### src/rtl/bcd_pkg.sv
`default_nettype none
// ============================================================================
// Module      : bcd_pkg
// Description : Shared types and constants for the BCD stopwatch controller.
// Revision    : 1.0 - initial release
// ============================================================================
package bcd_pkg;

  typedef logic [3:0] bcd_digit_t;

  typedef enum logic [1:0] {
    IDLE   = 2'b00,
    RUN    = 2'b01,
    PAUSED = 2'b10
  } sw_state_t;

  localparam bcd_digit_t BCD_MAX = 4'd9;

endpackage
`default_nettype wire

### src/rtl/bcd_digit.sv
`default_nettype none
// ============================================================================
// Module      : bcd_digit
// Description : One BCD decade counter; increments on en_i, rolls 9 -> 0.
// Revision    : 1.0 - initial release
// ============================================================================
module bcd_digit
  import bcd_pkg::*;
(
  input  logic       clk,
  input  logic       rst_n,
  input  logic       clr_i,
  input  logic       en_i,
  output logic [3:0] q_o,
  output logic       at_max_o
);

  bcd_digit_t r_q;

  // Decade register: clear has priority over the enable, 9 rolls to 0.
  always_ff @(posedge clk) begin
    if (!rst_n || clr_i) begin
      r_q <= '0;
    end else if (en_i) begin
      r_q <= (r_q == BCD_MAX) ? 4'd0 : r_q + 4'd1;
    end
  end

  assign q_o      = r_q;
  assign at_max_o = (r_q == BCD_MAX);

endmodule
`default_nettype wire

### src/rtl/bcd_stopwatch_ctrl.sv
`default_nettype none
// ============================================================================
// Module      : bcd_stopwatch_ctrl
// Description : Start/stop/clear/lap sequencer with tick prescaler driving a
//               synchronous carry chain of BCD decade counters.
// Revision    : 1.0 - initial release
// ============================================================================
module bcd_stopwatch_ctrl
  import bcd_pkg::*;
#(
  parameter int NUM_DIGITS = 4,
  parameter int TICK_DIV   = 10
) (
  input  logic                    clk,
  input  logic                    rst_n,
  input  logic                    start_i,
  input  logic                    stop_i,
  input  logic                    clear_i,
  input  logic                    lap_i,
  output logic [4*NUM_DIGITS-1:0] digits_o,
  output logic [4*NUM_DIGITS-1:0] lap_digits_o,
  output logic                    lap_valid_o,
  output logic                    running_o,
  output logic                    wrap_o,
  output logic [1:0]              state_o
);

  // Prescaler needs at least one bit even when a tick fires every cycle.
  localparam int PW = (TICK_DIV > 1) ? $clog2(TICK_DIV) : 1;
  localparam logic [PW-1:0] c_presc_last = PW'(TICK_DIV - 1);
  localparam logic [PW-1:0] c_presc_one  = PW'(1);

  sw_state_t                r_state;
  sw_state_t                w_state_next;
  logic [PW-1:0]            r_presc;
  logic                     w_tick;
  logic [NUM_DIGITS-1:0]    w_en;
  logic [NUM_DIGITS-1:0]    w_at_max;
  logic [4*NUM_DIGITS-1:0]  w_digits;
  logic [4*NUM_DIGITS-1:0]  r_lap_digits;
  logic                     r_lap_valid;
  logic                     r_wrap;
  logic                     w_lap_cap;
  logic                     w_all_max;

  assign w_tick    = (r_state == RUN) && (r_presc == c_presc_last);
  assign w_all_max = &w_at_max;
  assign w_lap_cap = lap_i && ((r_state == RUN) || (r_state == PAUSED));

  // State register.
  always_ff @(posedge clk) begin
    if (!rst_n) begin
      r_state <= IDLE;
    end else begin
      r_state <= w_state_next;
    end
  end

  // Next state: clear dominates; stop wins in RUN, start wins elsewhere.
  always_comb begin
    w_state_next = r_state;
    if (clear_i) begin
      w_state_next = IDLE;
    end else begin
      case (r_state)
        IDLE:    if (start_i) w_state_next = RUN;
        RUN:     if (stop_i)  w_state_next = PAUSED;
        PAUSED:  if (start_i) w_state_next = RUN;
        default: w_state_next = IDLE;
      endcase
    end
  end

  // Prescaler advances only in RUN, so a pause keeps its phase.
  always_ff @(posedge clk) begin
    if (!rst_n || clear_i) begin
      r_presc <= '0;
    end else if (r_state == RUN) begin
      r_presc <= w_tick ? '0 : r_presc + c_presc_one;
    end
  end

  // Digit i steps on a tick when every lower digit sits at 9.
  for (genvar i = 0; i < NUM_DIGITS; i++) begin : g_digit
    if (i == 0) begin : g_lsd
      assign w_en[i] = w_tick;
    end else begin : g_upper
      assign w_en[i] = w_tick && (&w_at_max[i-1:0]);
    end

    bcd_digit u_digit (
      .clk      (clk),
      .rst_n    (rst_n),
      .clr_i    (clear_i),
      .en_i     (w_en[i]),
      .q_o      (w_digits[4*i +: 4]),
      .at_max_o (w_at_max[i])
    );
  end

  // Lap capture takes the pre-edge count, so a coincident tick is not seen.
  always_ff @(posedge clk) begin
    if (!rst_n || clear_i) begin
      r_lap_digits <= '0;
      r_lap_valid  <= 1'b0;
    end else begin
      r_lap_valid <= w_lap_cap;
      if (w_lap_cap) begin
        r_lap_digits <= w_digits;
      end
    end
  end

  // Wrap pulse follows the tick that rolls all-9s over to zero.
  always_ff @(posedge clk) begin
    if (!rst_n || clear_i) begin
      r_wrap <= 1'b0;
    end else begin
      r_wrap <= w_tick && w_all_max;
    end
  end

  assign digits_o     = w_digits;
  assign lap_digits_o = r_lap_digits;
  assign lap_valid_o  = r_lap_valid;
  assign running_o    = (r_state == RUN);
  assign wrap_o       = r_wrap;
  assign state_o      = r_state;

endmodule
`default_nettype wire

### config.mk
export PLATFORM = sky130hd
export DESIGN_NAME = bcd_stopwatch_ctrl
export DESIGN_NICKNAME = d
export VERILOG_FILES = /design/src/rtl/bcd_pkg.sv /design/src/rtl/bcd_digit.sv /design/src/rtl/bcd_stopwatch_ctrl.sv
export SDC_FILE = /design/constraint.sdc
export NUM_CORES = 1
export LEC_CHECK = 0
export CORE_UTILIZATION = 49
export CTS_BUF_LIST = sky130_fd_sc_hd__clkbuf_4 sky130_fd_sc_hd__clkbuf_8 sky130_fd_sc_hd__clkbuf_16
export DETAILED_ROUTE_END_ITERATION = 6
export PLACE_DENSITY = 0.78
export SLEW_MARGIN = 15
export SYNTH_ARGS = -nofsm -noshare
export SYNTH_HDL_FRONTEND = slang
export SYNTH_SLANG_ARGS = --single-unit
### constraint.sdc
create_clock -name clk -period 2 [get_ports clk]
set_input_delay 0.2 -clock clk [delete_from_list [all_inputs] [get_ports clk]]
set_output_delay 0.2 -clock clk [all_outputs]
set_load 0.02 [all_outputs]
# ---- Word-level counts from Yosys, hierarchy flattened
# Cells that the tools add are included.
# W data, S select, Z words.
dict set report totals {
  output_inout_bits 37
  mem_bits_ro 0
  mem_count 0
  input_bits 6
  mem_bits_rw 0
  latch_bits 0
  elab_cells 48
  register_bits 40
}
dict set report op_classes {
  n_eq_ne 9
  shifts 0
  mul 0
  n_div 0
  bitwise_logic 1
  muxes 8
  add_sub_neg 5
  magnitude_cmp 0
  n_reduce_logical 16
}
# operator n
set op_table {}
lappend op_table {{$add A4 B1 Y4 const B} 5}
lappend op_table {{$eq A4 B4 Y1 const B} 5}
lappend op_table {{$mux W4} 5}
lappend op_table {{$logic_and A1 B1 Y1} 6}
lappend op_table {{$mux W2} 2}
lappend op_table {{$pmux W2 S2} 1}
lappend op_table {{$reduce_and A2 Y1} 2}
lappend op_table {{$reduce_and A4 Y1} 1}
lappend op_table {{$reduce_or A2 Y1} 2}
lappend op_table {{$reduce_and A3 Y1} 1}
lappend op_table {{$eq A2 B1 Y1 const B} 1}
lappend op_table {{$eq A2 B2 Y1 const B} 1}
lappend op_table {{$logic_not A2 Y1} 1}
lappend op_table {{$logic_or A1 B1 Y1} 2}
lappend op_table {{$ne A2 B1 Y1 const B} 1}
lappend op_table {{$ne A2 B2 Y1 const B} 1}
lappend op_table {{$logic_not A1 Y1} 1}
lappend op_table {{$not A1 Y1} 1}

# ---- Logic depth before layout (Yosys ltp)
# Gate-level depths: netlist of the first run.
dict set report logic_depth {
  depth_word 4
  mapped_depth 7
}

# ---- Modules after synthesis
# Synthesis of the first run repeated with hierarchy kept, for this count alone.
dict set report hier_totals {
  cells_unflattened 204
  area_unflattened_um2 1766.7
}
# module seq_area_each_um2 cells_each area_per_inst_um2 n_inst
set modules_own_cells {}
lappend modules_own_cells {bcd_stopwatch_ctrl 480.5 120 1006.0 1}
lappend modules_own_cells {bcd_digit 80.1 21 190.2 4}

# ---- Worst setup path after synthesis of the first run
# Ideal clock, no wire load.
dict set report synth_timing {
  kind {reg2reg}
  start {register r_state[1], in the netlist state_o[1]}
  end {register r_state[0], in the netlist state_o[0]}
  setup_ns 0.070
  path_slack_ns 0.197
  stages_incl_launch_ff 6
  t_required_ns 1.930
  n_path_buf 0
  arrival_ns 1.733
  cell_sequence {dfxtp_1 > inv_1 > ha_1 > nor2b_1 > or4b_2 > a21oi_1}
}
# item line
set synth_lines {}
lappend synth_lines {{start: declaration} bcd_stopwatch_ctrl.sv:33} ;# sw_state_t r_state;
lappend synth_lines {{start signal: assignment} bcd_stopwatch_ctrl.sv:55} ;# r_state <= w_state_next;
lappend synth_lines {{$eq A2 B1 Y1 (*)} --}
lappend synth_lines {{named net running_o} bcd_stopwatch_ctrl.sv:23} ;# output logic running_o,
lappend synth_lines {{$ne A2 B2 Y1 (no source line)} --}
lappend synth_lines {{$reduce_and A2 Y1 (no source line)} --}
# Mark *: on every way through the listed nets, which the timed path passes. The rest lies on a longest branch.
# A chain may end at the register's enable or synchronous reset.

# ---- Final worst setup path of the first run
dict set report layout_timing {
  start {register r_state[1], in the netlist state_o[1]}
  end {output running_o}
}
dict set report layout_between {
  elab_chain_cells 1
}
# item line
set layout_rtl {}
lappend layout_rtl {{$eq A2 B1 Y1} bcd_stopwatch_ctrl.sv:126} ;# assign running_o = (r_state == RUN);
lappend layout_rtl {{end: declaration} bcd_stopwatch_ctrl.sv:23}
# Every way passes these cells.

==> results.toml, run 1 <==
[clocking]
clock_latency_ns = 0.30
cts.sink_count = 40
cts_buffers = 5
cts_tree = "yes"
cts.path.max_buffers = 2
ctsRootBufferMaster = "clkbuf_8"
postCtsHoldBufs = 0
clk_pin_slew_ns = 0.08
post-cts-setup-buffer-count = 0
cts_resized = 0
htree_levels = 2

[synthesis]
synth_cell_types = 37
yosys-top-cells-count = "45 x nand2_1, 40 x dfxtp_1, 27 x a21oi_1, 19 x nor2_1, 11 x o21ai_0"
ys_warn_count = 0
yosysSeqAreaShare_pct = 42.8
synth.largest_area_cell = "dfxtp_1"
syn_area_sq_um = 1870
synth_edf_count = 0
netlist.area_leader.share_pct = 42.8
ys_ff_latch = 40
synth_nets = 239
synth_most_common_cell = "nand2_1"
synth_cells = 227
syn_avg_cell_area_sq_um = 8.25
yosys-top-cells-area = "dfxtp_1 43%, nand2_1 9.0%, a21oi_1 7.2%"
async_reset_ff_share_pct = 0
synth_ff_type = "dfxtp_1"

[cells_and_area]
nFillCells = 339
diodes = 0
syn2layout_area_growth_pct = 30.2
layout-drive-gt1-share_pct = 9.19
nets = 283

[timing]
finalCritPeriodShare_pct = 91.9
finClkSkew_ns = 0.00586
worst-slew-pin-transition_ns = 0.465
timing.hold.ws_ns = 0.455
fmax_mhz = 544
layout_min_cycle_time_ns = 1.84
hold_viol = 0
rsz0062_at_grt = "false"
setup_viol = 0
slew_viol_final = 0
max_slew_margin_pct = 69.0
tns_ns = 0

[setup_path]
arrival_ns = 1.64
crit_type = "flop to output port"
reg2reg_to = "g_digit[3].u_digit.q_o[3]"
crit_fanout = 8
r2r_slack_ns = 0.25
startpoint_type = "flop"
endpoint_kind = "output port"
rr_startpoint = "state_o[1]"
reg2reg_depth = 6
cp.required_ns = 1.80

[global_route]
antenna_found_initial = 0
grt_pass1_vias = 1421
grt-ovfl-total = 0
grt_use_total_pct = 20.8
grt_pass1_wl_microns = 6570
grt_max_degree = 17

[status]
status = "finished clean"

[route]
viasPerCell = 5.23
vias = 1675
ant_nets = 0
routed_wirelength_microns = 3980
firstDrtPassIters = 4
drc = 0
drtIter0Drc = 69
post_drt_wl_per_cell_microns = 12.4

[floorplanning]
start_util_pct = 51.1
core_area_sq_um = 3660
die_area_sq_um = 4070
pin_count = 43
die_x_microns = 63.8
die_h_microns = 63.8
rows = 22

[hold_path]
hold_path.class = "flop to flop"
hold_start = "lap_digits_o[11]"
whs_endpoint = "lap_digits_o[11]"
hold_path_depth = 2

[place]
port_buffers = 42
hpwl_microns = 2770
gp_congestion = 0.872

[pwr]
leakagePower_nw = 0.845
p_per_area_nw_per_um2 = 579
ir_drop_uv = 503

[run]
max_cap_viol_count = 0
-- sequential cells by signal, indices dropped and copies added, names as in the netlist --
register and flops:
g_digit.u_digit.q_o 16, state_o 2, lap_valid_o 1, lap_digits_o 16
r_presc 4, wrap_o 1
-- cells in the final DEF (no fill, tap or decap), types with 2 or more instances in the layout --
cell type / Yosys / final
nand2_1: 45 / 45
clkdlybuf4s50_1: 0 / 42
dfxtp_1: 40 / 40
a21oi_1: 27 / 27
nor2_1: 19 / 19
o21ai_0: 11 / 11
inv_1: 8 / 8
nand3_1: 7 / 7
mux2i_1: 6 / 6
nor2b_1: 6 / 6
buf_4: 0 / 6
nand4_1: 5 / 5
ha_1: 6 / 5
clkbuf_8: 1 / 5
nor3_1: 4 / 4
and2_1: 3 / 3
xor2_1: 3 / 3
and4bb_4: 2 / 2
or3_1: 2 / 2
nor3b_1: 2 / 2
o31ai_1: 2 / 2
xnor2_1: 2 / 2
clkinv_2: 0 / 2
-- metrics by stage --
stage	std cells	setup WS, ns	util [%]	total power [W]	cell area, sq um
2_1_floorplan	227	0.197	-	0.000861	1870
3_3_place_gp	312	0.331	64.1	0.000894	2350
3_5_place_dp	312	0.229	64.1	0.000895	2350
4_1_cts	320	0.0414	66.5	0.00142	2430
5_1_grt	320	0.0728	66.6	0.00147	2440
6_report	320	0.161	66.6	0.00141	2440
-- where the power goes --
part	total [W]	leakage, nW	internal, W	switching [W]
clock	0.000534	0.0479	0.000243	0.000291
sequential	0.000801	0.322	0.000798	0.00000280
combinational	0.0000759	0.475	0.0000329	0.0000430
-- worst max-delay path by stage --
| stage | startpoint | end | slack [ns] | depth (start not counted) |
|---|---|---|---|---|
| floorplan | state_o[1] | state_o[0] | 0.20 | 5 |
| detailed placement | state_o[1] | g_digit[2].u_digit.q_o[2] | 0.23 | 6 |
| global placement | state_o[1] | g_digit[2].u_digit.q_o[2] | 0.33 | 6 |
| CTS | state_o[0] | running_o | 0.04 | 2 |
| global route | state_o[1] | running_o | 0.07 | 3 |
| finish | state_o[1] | running_o | 0.16 | 3 |
-- kinds of logic (layout without fill, tap and decap cells) --
family,Yosys count,count (layout),synth area share [%]
multiplexers,6,6,3.21
AO/OA/AOI/OAI,45,45,13.1
XOR/XNOR,5,5,2.34
adder cells (fa/ha/maj),6,6,4.01
AND/OR/NAND/NOR,105,105,29.2
buffers and inverters,20,65,5.35
flip-flops,40,40,42.8
-- critical path: stages, from the launching register on --
cell and delay, ns:
dfxtp_1 0.34, inv_1 0.10, ha_2 0.28, clkdlybuf4s50_1 0.63
-- layer usage --
metal	share of wire [%]	global-route usage (%)	wire, microns	vias to the layer above
met5	0	0	0	-
met4	1.5	7.67	60	0
met3	4.3	5.71	171	5
met2	45	32.2	1800	35
met1	49	27.6	1940	783
li1	-	-	-	852
-- area by class of cell --
type                    instances  area (sq um)  area share, %
clock buffers                   5          68.8           2.82
flip-flops and latches         40           801           32.9
inverters                       8          30.0           1.23
clock inverters                 3          18.8          0.770
well taps                      48          60.1           2.46
repair buffers                 49           485           19.9
multi-input cells             167           973           39.9
No activity file was read; power rests on OpenSTA's default activity.
==> inputs of run 2 (changes only) <==
Settings changed: CAP_MARGIN from default to 10.
==> results of run 2 <==
Final layout, timing and power as in run 1 (identical DEF).
==> edit, RTL diff (config.mk and constraints of run 2) <==
Reset style: asynchronous (`rst_n`), changed in one clocked block.
--- a/src/rtl/bcd_stopwatch_ctrl.sv
+++ b/src/rtl/bcd_stopwatch_ctrl.sv
@@ -50,3 +50,3 @@
   // State register.
-  always_ff @(posedge clk) begin
+  always_ff @(posedge clk or negedge rst_n) begin
     if (!rst_n) begin
Check against the original RTL: differs if rst_n is asserted again (counterexample within 4 cycles, from zero or initial values and one cycle with rst_n low); with rst_n held inactive, the same outputs for 10 cycles.
==> edit against run 2 <==
  * Non-clock buffer count unchanged
  * Cell area down 1.3%
  * Hold slack worse by 0.36 ns
  * Sequential share of layout area up 0.86 points
  * Power up 15%
  * Utilization up 3.3 points
  * Worst setup slack worse by 0.068 ns
  * Area after synthesis down 3.7%
  * Via count down 0.66%
  * Count of clock-buffer cells in the layout up 1
  * Routed wire length up 2.0%
  * Combinational power up 95%
  * Sequential cell count unchanged
  * Final cell count down 3.4%
  * Critical path type unchanged
  * Largest power group unchanged
==> edit: results (changes against run 2) <==
.. list-table::
   :header-rows: 1

   * - Metric
     - Value
   * - Layout cells sized above 1
     - 7.98% (-1.2 points)
   * - Biggest area contributors in the synthesized netlist
     - sky130_fd_sc_hd__dfxtp_1, sky130_fd_sc_hd__nand2_1, sky130_fd_sc_hd__a21oi_1
   * - Worst-path cell with the longest stage delay
     - sky130_fd_sc_hd__clkdlybuf4s50_1
   * - Die area
     - 3920 sq um (-3.6%)
   * - R2R setup slack
     - 0.17 ns (-0.08 ns)
   * - Worst r2r src
     - state_o[1]$_DFFE_PN0P_
   * - Syn Nets
     - 228 (-4.6%)
   * - Number of distinct library cell variants in the gate-level netlist after synthesis
     - 41 (+11%)
   * - Sequential element share of the synthesized area
     - 45.0% (+2.2 points)
   * - Pin count of the biggest net entering global routing
     - 31 (+14)
   * - Leakage power
     - 0.835 nW (-1.2%)
   * - Final GP Congestion
     - 0.791 (-9.3%)
   * - Worst hold-check slack
     - 0.0926 ns (-0.362 ns)
   * - Iteration-0 DRC Markers
     - 83 (+20%)
   * - Slowest cell delay on critical path
     - 0.60 ns (-0.03 ns)
   * - VDD IR max
     - 547 uV (+8.6%)
   * - Relative max-transition margin
     - 75.4% (+6.4 points)
   * - Worst flop-to-flop path endpoint
     - g_digit[1].u_digit.q_o[2]$_SDFFE_PP0P_
   * - Worst-path maximum fanout
     - 5 (-3)
   * - Worst setup timing slack at the placement stage
     - 0.165 ns (-0.0646 ns)
   * - Vias after detailed routing
     - 1664 (-0.66%)
   * - Top cell types by occurrence after synthesis
     - sky130_fd_sc_hd__nand2_1, sky130_fd_sc_hd__dfxtp_1, sky130_fd_sc_hd__a21oi_1, sky130_fd_sc_hd__nor2_1, sky130_fd_sc_hd__inv_1
   * - Number of global-route vias before repair
     - 1624 (+14%)
   * - Wire per inst
     - 13.1 microns (+5.7%)
   * - GRT Overall Usage
     - 22.9% (+2.1 points)
   * - Layout Skew
     - 0.00377 ns (-0.00210 ns)
   * - Final-stage net count
     - 274 (-3.2%)
   * - Clock tree root driver cell
     - sky130_fd_sc_hd__clkbuf_8
   * - Fill cell total of the finished layout
     - 301 (-11%)
   * - Synth async-reset ratio
     - 5.00% (+5.0 points)
   * - Wire length of the first global-routing pass
     - 7110 microns (+8.3%)
   * - Worst min-delay path category
     - input port to async pin
   * - Run status
     - finished clean
   * - Detailed-placement wirelength estimate
     - 2800 microns (+0.83%)
edit: area by class of cell:
class | instances | area share, %
tap | 46 | 2.39
inverter | 8 | 1.25
timing repair buffer | 49 | 19.7
clock inverter | 2 | 1.46
clock buffer | 6 | 3.17
multi-input combinational | 158 | 38.3
sequential | 40 | 33.7
edit: routing by layer:
metal  global-route usage [%]  part of all wire (%)
met5                        0                     0
met4                     10.2                   1.3
met3                     4.38                   3.8
met2                     39.9                    51
met1                     27.0                    44
edit: critical path, delay by kind of cell (launching register included):
family,cells,cell delay (ns)
DFF,1,0.43
buffers and inverters,3,0.83
adders and majority gates,1,0.16
edit: where the power goes:
| group | switching (mW) | internal [mW] |
|---|---|---|
| Combinational | 0.0895 | 0.0580 |
| Sequential | 0.00932 | 0.803 |
| Clock | 0.277 | 0.384 |
edit: worst max-delay path by stage:
stage | slack (ns) | start | depth (start not counted) | to
after detailed placement | 0.16 | state_o[1]$_DFFE_PN0P_ | 6 | g_digit[3].u_digit.q_o[2]$_SDFFE_PP0P_
after global placement | 0.23 | state_o[1]$_DFFE_PN0P_ | 6 | g_digit[3].u_digit.q_o[2]$_SDFFE_PP0P_
final | 0.09 | state_o[1]$_DFFE_PN0P_ | 4 | running_o
after floorplan | 0.02 | state_o[1]$_DFFE_PN0P_ | 6 | g_digit[2].u_digit.q_o[3]$_SDFFE_PP0P_
after global routing | 0.007 | state_o[1]$_DFFE_PN0P_ | 4 | running_o
after CTS | 0.08 | state_o[1]$_DFFE_PN0P_ | 4 | running_o
edit: cells by family (layout without fill, tap and decap cells):
group | after synthesis | after routing | share of synthesized area (%)
DFF | 40 | 40 | 45.0
and+or+nand+nor | 100 | 100 | 29.1
AOI/OAI and AO/OA | 44 | 44 | 13.8
muxes | 2 | 2 | 1.11
buffers and inverters | 18 | 65 | 3.89
adders and majority gates | 6 | 6 | 4.17
xor gates and xnor gates | 6 | 6 | 2.92
edit: stage by stage:
| stage | area (sq um) | std cells | utilization [%] |
|---|---|---|---|
| after floorplan | 1800 | 216 | - |
| after global placement | 2290 | 301 | 66.6 |
| after detailed placement | 2290 | 301 | 66.6 |
| after CTS | 2400 | 309 | 69.8 |
| after global routing | 2400 | 309 | 69.9 |
| final | 2400 | 309 | 69.9 |
